**config.mk**
```make
export PLATFORM = sky130hd
export DESIGN_NAME = bcd_rtc_counter_flat
export DESIGN_NICKNAME = d
export VERILOG_FILES = /design/src/rtl/bcd_rtc_counter_pkg.sv /design/src/rtl/bcd_rtc_counter_if.sv /design/src/rtl/bcd_mod_counter.sv /design/src/rtl/bcd_rtc_counter.sv /design/src/flat_wrapper.sv
export SDC_FILE = /design/constraint.sdc
export NUM_CORES = 1
export LEC_CHECK = 0
export ABC_AREA = 1
export CAP_MARGIN = 30
export CORE_MARGIN = 5
export CORE_UTILIZATION = 64
export DETAILED_ROUTE_END_ITERATION = 16
export DONT_BUFFER_PORTS = 1
export HOLD_SLACK_MARGIN = 0.03
export PLACE_DENSITY = 0.91
export SLEW_MARGIN = 20
export SYNTH_ARGS = -nofsm -noshare
export SYNTH_HDL_FRONTEND = slang
export SYNTH_HIERARCHICAL = 1
export SYNTH_SLANG_ARGS = --single-unit
```
**constraint.sdc**
```tcl
create_clock -name clk -period 3.2 [get_ports clk]
set_input_delay 0.64 -clock clk [delete_from_list [all_inputs] [get_ports clk]]
set_output_delay 0.64 -clock clk [all_outputs]
set_load 0.05 [all_outputs]
```
**src/rtl/bcd_rtc_counter_pkg.sv**
```systemverilog
// Shared types, limits and BCD helpers for the bcd_rtc_counter block.
// Internal time is always 24h two-digit BCD.
package rtc_pkg;

    typedef logic [7:0] bcd2_t;

    localparam bcd2_t BCD_MAX_SS = 8'h59;
    localparam bcd2_t BCD_MAX_MM = 8'h59;
    localparam bcd2_t BCD_MAX_HH = 8'h23;
    localparam bcd2_t BCD_NOON   = 8'h12;

    // True when both nibbles are decimal digits and the value does not exceed max_v.
    function automatic logic bcd2_valid(input bcd2_t v, input bcd2_t max_v);
        return (v[7:4] <= 4'd9) && (v[3:0] <= 4'd9) && (v <= max_v);
    endfunction

    // Maps a valid 24h BCD hour onto the 12h dial (00 -> 12, 13..23 -> 01..11).
    function automatic bcd2_t bcd2_to_12h(input bcd2_t h24);
        bcd2_t h12;
        if (h24 == 8'h00)
            h12 = BCD_NOON;
        else if (h24 <= BCD_NOON)
            h12 = h24;
        else if (h24[7:4] == 4'd1)
            h12 = {4'd0, h24[3:0] - 4'd2};
        else if (h24[3:0] < 4'd2)
            h12 = {4'd0, h24[3:0] + 4'd8};
        else
            h12 = {4'd1, h24[3:0] - 4'd2};
        return h12;
    endfunction

endpackage

```
**src/rtl/bcd_rtc_counter_if.sv**
```systemverilog
// Signal bundle between the tick generator / CPU block and bcd_rtc_counter.
// Alarm signals exist only when BCD_RTC_ALARM_EN is defined.
interface bcd_rtc_counter_if;
    import rtc_pkg::*;

    // Handshake: tick_en, load and alarm_wr are single-cycle request pulses with
    // no ready; each is consumed at the rising edge where it is seen high.
    // Strobes and load_err are single-cycle responses aligned with the new state.
    logic  tick_en;
    logic  mode_12h;
    logic  load;
    bcd2_t load_hh;
    bcd2_t load_mm;
    bcd2_t load_ss;
    bcd2_t hh;
    bcd2_t mm;
    bcd2_t ss;
    logic  pm;
    logic  min_stb;
    logic  hour_stb;
    logic  day_stb;
    logic  load_err;

`ifdef BCD_RTC_ALARM_EN
    logic  alarm_wr;
    bcd2_t alarm_hh;
    bcd2_t alarm_mm;
    logic  alarm_irq;

    modport master (
        output tick_en, mode_12h, load, load_hh, load_mm, load_ss,
        output alarm_wr, alarm_hh, alarm_mm,
        input  hh, mm, ss, pm, min_stb, hour_stb, day_stb, load_err, alarm_irq
    );

    modport slave (
        input  tick_en, mode_12h, load, load_hh, load_mm, load_ss,
        input  alarm_wr, alarm_hh, alarm_mm,
        output hh, mm, ss, pm, min_stb, hour_stb, day_stb, load_err, alarm_irq
    );
`else
    modport master (
        output tick_en, mode_12h, load, load_hh, load_mm, load_ss,
        input  hh, mm, ss, pm, min_stb, hour_stb, day_stb, load_err
    );

    modport slave (
        input  tick_en, mode_12h, load, load_hh, load_mm, load_ss,
        output hh, mm, ss, pm, min_stb, hour_stb, day_stb, load_err
    );
`endif

endinterface

```
**src/rtl/bcd_mod_counter.sv**
```systemverilog
// Two-digit BCD counter wrapping at limit_i, with synchronous load and a
// carry that flags the increment which wraps limit_i back to 00.
module bcd_mod_counter
    import rtc_pkg::*;
#(
    parameter bcd2_t RESET_VAL = 8'h00
) (
    input  logic  clk,
    input  logic  reset,
    input  bcd2_t limit_i,
    input  logic  inc_i,
    input  logic  load_i,
    input  bcd2_t load_val_i,
    output bcd2_t count_o,
    output logic  carry_o
);

    bcd2_t count_q;
    bcd2_t count_d;
    logic  at_limit;

    assign at_limit = (count_q == limit_i);
    assign carry_o  = inc_i & ~load_i & at_limit;
    assign count_o  = count_q;

    always_comb begin
        count_d = count_q;
        if (load_i) begin
            count_d = load_val_i;
        end else if (inc_i) begin
            if (at_limit)
                count_d = 8'h00;
            else if (count_q[3:0] == 4'd9)
                count_d = {count_q[7:4] + 4'd1, 4'd0};
            else
                count_d = {count_q[7:4], count_q[3:0] + 4'd1};
        end
    end

    always_ff @(posedge clk) begin
        if (reset)
            count_q <= RESET_VAL;
        else
            count_q <= count_d;
    end

endmodule

```
**src/rtl/bcd_rtc_counter.sv**
```systemverilog
// BCD hh:mm:ss real-time counter advanced by a prescaled tick enable, with
// validated loads, rollover strobes and 12/24h display. Alarm: BCD_RTC_ALARM_EN.
module bcd_rtc_counter
    import rtc_pkg::*;
#(
    parameter int    TICK_DIV = 1,
    parameter bcd2_t RESET_HH = 8'h00
) (
    input logic              clk,
    input logic              reset,
    bcd_rtc_counter_if.slave bus
);

    localparam int            PW         = $clog2(TICK_DIV) + 1;
    localparam logic [PW-1:0] PRESC_LAST = PW'(TICK_DIV - 1);

    logic [PW-1:0] presc_q;
    logic [PW-1:0] presc_d;
    logic          load_ok;
    logic          load_acc;
    logic          load_rej;
    logic          alarm_rej;
    logic          advance;
    logic          ss_carry;
    logic          mm_carry;
    logic          hh_carry;
    bcd2_t         ss_q;
    bcd2_t         mm_q;
    bcd2_t         hh24_q;
    logic          min_stb_q;
    logic          hour_stb_q;
    logic          day_stb_q;
    logic          load_err_q;
    bcd2_t         hh_disp;
    logic          pm_disp;

    assign load_ok  = bcd2_valid(bus.load_hh, BCD_MAX_HH) &&
                      bcd2_valid(bus.load_mm, BCD_MAX_MM) &&
                      bcd2_valid(bus.load_ss, BCD_MAX_SS);
    assign load_acc = bus.load & load_ok;
    assign load_rej = bus.load & ~load_ok;

    // Any load request, accepted or not, swallows a coincident tick.
    assign advance  = bus.tick_en & ~bus.load & (presc_q == PRESC_LAST);

    always_comb begin
        presc_d = presc_q;
        if (bus.load) begin
            if (load_ok)
                presc_d = '0;
        end else if (bus.tick_en) begin
            if (presc_q == PRESC_LAST)
                presc_d = '0;
            else
                presc_d = presc_q + PW'(1);
        end
    end

    bcd_mod_counter #(.RESET_VAL(8'h00)) u_ss (
        .clk        (clk),
        .reset      (reset),
        .limit_i    (BCD_MAX_SS),
        .inc_i      (advance),
        .load_i     (load_acc),
        .load_val_i (bus.load_ss),
        .count_o    (ss_q),
        .carry_o    (ss_carry)
    );

    bcd_mod_counter #(.RESET_VAL(8'h00)) u_mm (
        .clk        (clk),
        .reset      (reset),
        .limit_i    (BCD_MAX_MM),
        .inc_i      (ss_carry),
        .load_i     (load_acc),
        .load_val_i (bus.load_mm),
        .count_o    (mm_q),
        .carry_o    (mm_carry)
    );

    bcd_mod_counter #(.RESET_VAL(RESET_HH)) u_hh (
        .clk        (clk),
        .reset      (reset),
        .limit_i    (BCD_MAX_HH),
        .inc_i      (mm_carry),
        .load_i     (load_acc),
        .load_val_i (bus.load_hh),
        .count_o    (hh24_q),
        .carry_o    (hh_carry)
    );

    always_ff @(posedge clk) begin
        if (reset) begin
            presc_q    <= '0;
            min_stb_q  <= 1'b0;
            hour_stb_q <= 1'b0;
            day_stb_q  <= 1'b0;
            load_err_q <= 1'b0;
        end else begin
            presc_q    <= presc_d;
            min_stb_q  <= ss_carry;
            hour_stb_q <= mm_carry;
            day_stb_q  <= hh_carry;
            load_err_q <= load_rej | alarm_rej;
        end
    end

    always_comb begin
        hh_disp = hh24_q;
        pm_disp = 1'b0;
        if (bus.mode_12h) begin
            hh_disp = bcd2_to_12h(hh24_q);
            pm_disp = (hh24_q >= BCD_NOON);
        end
    end

    assign bus.hh       = hh_disp;
    assign bus.mm       = mm_q;
    assign bus.ss       = ss_q;
    assign bus.pm       = pm_disp;
    assign bus.min_stb  = min_stb_q;
    assign bus.hour_stb = hour_stb_q;
    assign bus.day_stb  = day_stb_q;
    assign bus.load_err = load_err_q;

`ifdef BCD_RTC_ALARM_EN
    bcd2_t alarm_hh_q;
    bcd2_t alarm_mm_q;
    logic  armed_q;
    logic  adv_q;
    logic  alarm_ok;

    assign alarm_ok  = bcd2_valid(bus.alarm_hh, BCD_MAX_HH) &&
                       bcd2_valid(bus.alarm_mm, BCD_MAX_MM);
    assign alarm_rej = bus.alarm_wr & ~alarm_ok;

    always_ff @(posedge clk) begin
        if (reset) begin
            alarm_hh_q <= 8'h00;
            alarm_mm_q <= 8'h00;
            armed_q    <= 1'b0;
            adv_q      <= 1'b0;
        end else begin
            adv_q <= advance;
            if (bus.alarm_wr && alarm_ok) begin
                alarm_hh_q <= bus.alarm_hh;
                alarm_mm_q <= bus.alarm_mm;
                armed_q    <= 1'b1;
            end
        end
    end

    // adv_q marks the one cycle after a real advance, so a load onto the alarm time never fires.
    assign bus.alarm_irq = armed_q & adv_q & (hh24_q == alarm_hh_q) &
                           (mm_q == alarm_mm_q) & (ss_q == 8'h00);
`else
    assign alarm_rej = 1'b0;
`endif

endmodule
```
**src/flat_wrapper.sv**
```systemverilog
// flat-port wrapper written by rule: the top's interface ports become plain ports
module bcd_rtc_counter_flat import rtc_pkg::*;
#(
    parameter int    TICK_DIV = 1,
    parameter bcd2_t RESET_HH = 8'h00
)
  (clk, reset, bus_tick_en, bus_mode_12h, bus_load, bus_load_hh, bus_load_mm, bus_load_ss, bus_hh, bus_mm, bus_ss, bus_pm, bus_min_stb, bus_hour_stb, bus_day_stb, bus_load_err);
  bcd_rtc_counter_if bus_i ();
  input logic clk;
  input logic reset;
  input wire logic [$bits(bus_i.tick_en)-1:0] bus_tick_en;
  input wire logic [$bits(bus_i.mode_12h)-1:0] bus_mode_12h;
  input wire logic [$bits(bus_i.load)-1:0] bus_load;
  input wire logic [$bits(bus_i.load_hh)-1:0] bus_load_hh;
  input wire logic [$bits(bus_i.load_mm)-1:0] bus_load_mm;
  input wire logic [$bits(bus_i.load_ss)-1:0] bus_load_ss;
  output wire logic [$bits(bus_i.hh)-1:0] bus_hh;
  output wire logic [$bits(bus_i.mm)-1:0] bus_mm;
  output wire logic [$bits(bus_i.ss)-1:0] bus_ss;
  output wire logic [$bits(bus_i.pm)-1:0] bus_pm;
  output wire logic [$bits(bus_i.min_stb)-1:0] bus_min_stb;
  output wire logic [$bits(bus_i.hour_stb)-1:0] bus_hour_stb;
  output wire logic [$bits(bus_i.day_stb)-1:0] bus_day_stb;
  output wire logic [$bits(bus_i.load_err)-1:0] bus_load_err;
  assign bus_i.tick_en = bus_tick_en;
  assign bus_i.mode_12h = bus_mode_12h;
  assign bus_i.load = bus_load;
  assign bus_i.load_hh = bus_load_hh;
  assign bus_i.load_mm = bus_load_mm;
  assign bus_i.load_ss = bus_load_ss;
  assign bus_hh = bus_i.hh;
  assign bus_mm = bus_i.mm;
  assign bus_ss = bus_i.ss;
  assign bus_pm = bus_i.pm;
  assign bus_min_stb = bus_i.min_stb;
  assign bus_hour_stb = bus_i.hour_stb;
  assign bus_day_stb = bus_i.day_stb;
  assign bus_load_err = bus_i.load_err;
  bcd_rtc_counter #(.TICK_DIV(TICK_DIV), .RESET_HH(RESET_HH)) u_core (.clk(clk), .reset(reset), .bus(bus_i));
endmodule
```
==> impl_metrics.xml <==
<?xml version="1.0" encoding="UTF-8"?>
<metrics>
  <group name="status">
    <metric name="status" unit="">finished clean</metric>
  </group>
  <group name="yosys">
    <metric name="synth.yosys.seq_area_share" unit="">0.2199</metric>
    <metric name="postSynthAreaPerCell" unit="µm²">6.011</metric>
    <metric name="synth.yosys.warnings" unit="">6</metric>
    <metric name="synth_seq_cells" unit="">28</metric>
    <metric name="netlist.area_leader.share" unit="">0.2199</metric>
    <metric name="syn_area" unit="mm²">0.002549</metric>
    <metric name="cell_taking_the_most_area_after_synthesis" unit="">sky130_fd_sc_hd__dfxtp_1</metric>
    <metric name="synth.lib_cells_used.distinct" unit="">26</metric>
    <metric name="synth_area_leaders" unit="">sky130_fd_sc_hd__dfxtp_1, sky130_fd_sc_hd__nand2_1, sky130_fd_sc_hd__nor2_1</metric>
    <metric name="postSynthCellCount" unit="">424</metric>
  </group>
  <group name="worst_setup_path">
    <metric name="cp-end-kind" unit="">flop</metric>
    <metric name="crit_cells" unit="">15</metric>
    <metric name="path_class" unit="">in2reg</metric>
    <metric name="critPathRequiredTime" unit="ns">3.36</metric>
    <metric name="worst_path_dominant_cell_family" unit="">simple AND/OR/NAND/NOR gates</metric>
    <metric name="worst_path_max_delay_cell" unit="">sky130_fd_sc_hd__nor2_1</metric>
    <metric name="worstPathMaxFanout" unit="">12</metric>
    <metric name="worstPathCellList" unit="">o21ai_0 &gt; o211ai_1 &gt; nor3b_2 &gt; buf_4 &gt; inv_1 &gt; nand2_1 &gt; nor2_1 &gt; nand2_1 &gt; nor2_1 &gt; nor2_1 &gt; inv_2 &gt; o21ai_0 &gt; a21oi_1 &gt; nand2_1 &gt; a21oi_1</metric>
    <metric name="worst-r2r-cell-count" unit="">15</metric>
    <metric name="slowest_delay" unit="ns">0.31</metric>
    <metric name="crit_path_start_kind" unit="">input port</metric>
    <metric name="critPathArrivalTime" unit="ns">2.75</metric>
    <metric name="worst_path_bufs_invs" unit="">3</metric>
  </group>
  <group name="timing">
    <metric name="min_period" unit="ns">2.583</metric>
    <metric name="max_slew.worst_pin.slew" unit="ns">0.9019</metric>
    <metric name="period_share" unit="">0.8072</metric>
    <metric name="setup_viol_count_final" unit="">0</metric>
    <metric name="timing_max_transition_violations_final" unit="">0</metric>
    <metric name="fin_worst_skew" unit="ns">0.008052</metric>
    <metric name="hold_viol" unit="">0</metric>
    <metric name="setup_tns" unit="ns">0</metric>
    <metric name="worst_slew_margin_rel" unit="">0.3965</metric>
    <metric name="clock.fmax" unit="MHz">387.1</metric>
    <metric name="setup_repair_after_global_routing_missed_its_margin" unit="">false</metric>
  </group>
  <group name="floorplan">
    <metric name="fp.coreArea" unit="mm²">0.003943</metric>
    <metric name="fp-row-count" unit="">23</metric>
    <metric name="die_width" unit="µm">73.11</metric>
    <metric name="die_span_in_y" unit="µm">73.11</metric>
    <metric name="initial_utilization" unit="">0.6465</metric>
    <metric name="floorplan.io_pins" unit="">58</metric>
    <metric name="die_area" unit="mm²">0.005344</metric>
  </group>
  <group name="detailed_routing">
    <metric name="route.detailed.wl_per_inst" unit="µm">11.73</metric>
    <metric name="route.antenna.remaining_nets" unit="">0</metric>
    <metric name="post_drt_via_cell_ratio" unit="">5.081</metric>
    <metric name="via_count" unit="">2627</metric>
    <metric name="firstDrtPassIters" unit="">4</metric>
    <metric name="drt_iter0_drc" unit="">166</metric>
    <metric name="routed_wl" unit="mm">6.062</metric>
    <metric name="drc_errors" unit="">0</metric>
  </group>
  <group name="min_path">
    <metric name="min_delay_path_depth" unit="">1</metric>
    <metric name="min_path_type" unit="">in2reg</metric>
  </group>
  <group name="layout">
    <metric name="syn2layout_area_growth" unit="%">12.52</metric>
    <metric name="antenna-diode-count" unit="">0</metric>
    <metric name="num-nets-final" unit="">507</metric>
    <metric name="drive_above_1_share" unit="">0.1178</metric>
    <metric name="finalCoreUtilization" unit="">0.7274</metric>
    <metric name="fin_cells" unit="">517</metric>
  </group>
  <group name="placement">
    <metric name="dpl.cell_count" unit="">513</metric>
    <metric name="detailedPlacementHpwl" unit="mm">4.845</metric>
    <metric name="place_congestion" unit="">0.8617</metric>
    <metric name="io_buffer_count" unit="">0</metric>
  </group>
  <group name="grt">
    <metric name="grt_start_max_net_pins" unit="">17</metric>
    <metric name="antenna_found_initial" unit="">0</metric>
    <metric name="grt_pass1_vias" unit="">2442</metric>
    <metric name="grtUsageTotal" unit="">0.2343</metric>
    <metric name="grt_overflow_total" unit="">0</metric>
    <metric name="first_pass_grt_wire_length" unit="mm">10.19</metric>
  </group>
  <group name="power">
    <metric name="p_clk_frac" unit="">0.391</metric>
    <metric name="power_switching_share" unit="">0.2455</metric>
    <metric name="fraction_of_power_consumed_by_combinational_cells" unit="">0.108</metric>
    <metric name="vdd_drop_max" unit="µV">186.5</metric>
    <metric name="report.power.total" unit="µW">722.7</metric>
    <metric name="p_switching" unit="µW">177.4</metric>
    <metric name="cellLeakagePower" unit="nW">1.565</metric>
    <metric name="seqPwrFrac" unit="">0.501</metric>
    <metric name="power_report.internal_total" unit="µW">545.3</metric>
    <metric name="p_per_area" unit="mW/mm²">252.0</metric>
  </group>
  <group name="cts">
    <metric name="cts_made_buffers" unit="">3</metric>
    <metric name="clk_path_buf_depth" unit="">2</metric>
    <metric name="clock-root-buffer" unit="">sky130_fd_sc_hd__clkbuf_8</metric>
    <metric name="clock_tree_sinks" unit="">28</metric>
    <metric name="hold_bufs_at_cts" unit="">0</metric>
    <metric name="cts_setup_buffers" unit="">0</metric>
    <metric name="post_cts.resized_instances" unit="">0</metric>
    <metric name="clock_tree_from_tritoncts" unit="">yes</metric>
    <metric name="path_clk_slew" unit="ns">0.10</metric>
    <metric name="cts_htree_levels" unit="">1</metric>
    <metric name="clk-insertion-delay-late" unit="ns">0.28</metric>
  </group>
  <group name="job">
    <metric name="max_cap_violations" unit="">0</metric>
  </group>
</metrics>
==> final timing paths <==
check	to	startpoint	slack, ns
setup / recovery	u_core/u_hh/count_o[3]	bus_load_mm[1]	0.62
hold / removal	u_core/u_mm/count_o[1]	reset	0.42
hold reg to reg	u_core/u_hh/count_o[7]	u_core/u_hh/count_o[7]	0.62
setup reg to reg	u_core/u_hh/count_o[3]	u_core/u_ss/count_o[1]	0.86
==> power by group through the flow <==
| stage | Sequential, mW | Combinational [mW] | Clock [mW] |
|---|---|---|---|
| after global placement | 0.370 | 0.0747 | 0 |
| after floorplan | 0.375 | 0.0625 | 0 |
| after detailed placement | 0.370 | 0.0765 | 0 |
| final | 0.362 | 0.0778 | 0.283 |
| after global routing | 0.363 | 0.0885 | 0.296 |
| after CTS | 0.362 | 0.0769 | 0.283 |
==> per-stage QoR <==
step	setup slack (ns)	instance area [µm²]	hold slack, ns
final	0.6168	2868	0.4180
after floorplan	0.7100	2665	0.5595
after global placement	0.5100	2796	0.5859
after detailed placement	0.3363	2796	0.6085
after global routing	0.3665	2868	0.4044
after CTS	0.6106	2868	0.4112
==> sequential cells by signal, summed over array words and instances (netlist names) <==
name / count
u_core/bus.day_stb: 1
u_core/bus.hour_stb: 1
u_core/bus.load_err: 1
u_core/bus.min_stb: 1
u_core/u_hh/count_o: 8
u_core/u_mm/count_o: 8
u_core/u_ss/count_o: 8
==> cells in the mapped netlist (all sizes together) <==
cell type	count
a21oi	21
a22oi	9
buf	4
clkbuf	1
conb	2
dfxtp	28
ha	10
inv	60
nand2	142
nand3	26
nor2	76
nor3	1
nor3b	1
o211ai	1
o21ai	17
or2	3
xnor2	15
xor2	7
==> routing by layer <==
| metal | up-vias | routed length, µm | track usage |
|---|---|---|---|
| li1 | 1358 | - | - |
| met3 | 10 | 463 | 0.03168 |
| met5 | - | 0 | 0 |
| met2 | 83 | 3080 | 0.4290 |
| met4 | 0 | 80 | 0.07992 |
| met1 | 1176 | 2437 | 0.2761 |
==> cell families (layout without fill, tap and decap cells) <==
logic type      after synthesis  in the layout  synth area share
compound gates               48             48            0.1055
xor+xnor                     22             22           0.07560
fa+ha+maj                    10             10           0.04909
buf+inv                      65             77            0.1016
flops                        28             28            0.2199
other cells                   2             33          0.002947
simple gates                249            249            0.4453
==> worst register-to-register path, stage by stage, from the launching register on <==
cell                      delay, ns
sky130_fd_sc_hd__dfxtp_1       0.53
sky130_fd_sc_hd__inv_1         0.18
sky130_fd_sc_hd__nand2_1       0.06
sky130_fd_sc_hd__nand2_1       0.05
sky130_fd_sc_hd__nand2_1       0.05
sky130_fd_sc_hd__nor2_2        0.17
sky130_fd_sc_hd__nand2_4       0.10
sky130_fd_sc_hd__nor2_1        0.18
sky130_fd_sc_hd__nand2_1       0.10
sky130_fd_sc_hd__nor2_1        0.18
sky130_fd_sc_hd__nor2_1        0.13
sky130_fd_sc_hd__inv_2         0.10
sky130_fd_sc_hd__o21ai_0       0.08
sky130_fd_sc_hd__a21oi_1       0.12
sky130_fd_sc_hd__nand2_1       0.06
sky130_fd_sc_hd__a21oi_1       0.15
==> area by class of cell <==
type / instances / area [µm²]
Multi-Input combinational cell: 362 / 1851
Clock buffer: 3 / 41.29
Inverter: 60 / 225.2
Tap cell: 50 / 62.56
Sequential cell: 28 / 560.5
Fill cell: 319 / 1075
Clock inverter: 1 / 30.03
Timing Repair Buffer: 13 / 97.59
==> placed cells by master, fill, tap and decap left out <==
cell and count:
sky130_fd_sc_hd__nand3_4 3, sky130_fd_sc_hd__nand2_1 128, sky130_fd_sc_hd__ha_1 10, sky130_fd_sc_hd__buf_4 13, sky130_fd_sc_hd__nor2_1 69, sky130_fd_sc_hd__a22oi_1 9
sky130_fd_sc_hd__nor2_4 3, sky130_fd_sc_hd__clkbuf_8 3, sky130_fd_sc_hd__o21ai_1 3, sky130_fd_sc_hd__o21ai_0 14, sky130_fd_sc_hd__nor3b_2 1, sky130_fd_sc_hd__a21oi_2 1
sky130_fd_sc_hd__xor2_1 7, sky130_fd_sc_hd__inv_1 48, sky130_fd_sc_hd__nor2_2 4, sky130_fd_sc_hd__nand2_4 10, sky130_fd_sc_hd__inv_2 12, sky130_fd_sc_hd__a21oi_1 20
sky130_fd_sc_hd__o211ai_1 1, sky130_fd_sc_hd__xnor2_1 15, sky130_fd_sc_hd__or2_1 3, sky130_fd_sc_hd__nand3_1 23, sky130_fd_sc_hd__conb_1 33, sky130_fd_sc_hd__dfxtp_1 28
sky130_fd_sc_hd__nor3_1 1, sky130_fd_sc_hd__bufinv_16 1, sky130_fd_sc_hd__nand2_2 4
(Power assumes the default switching activity.)
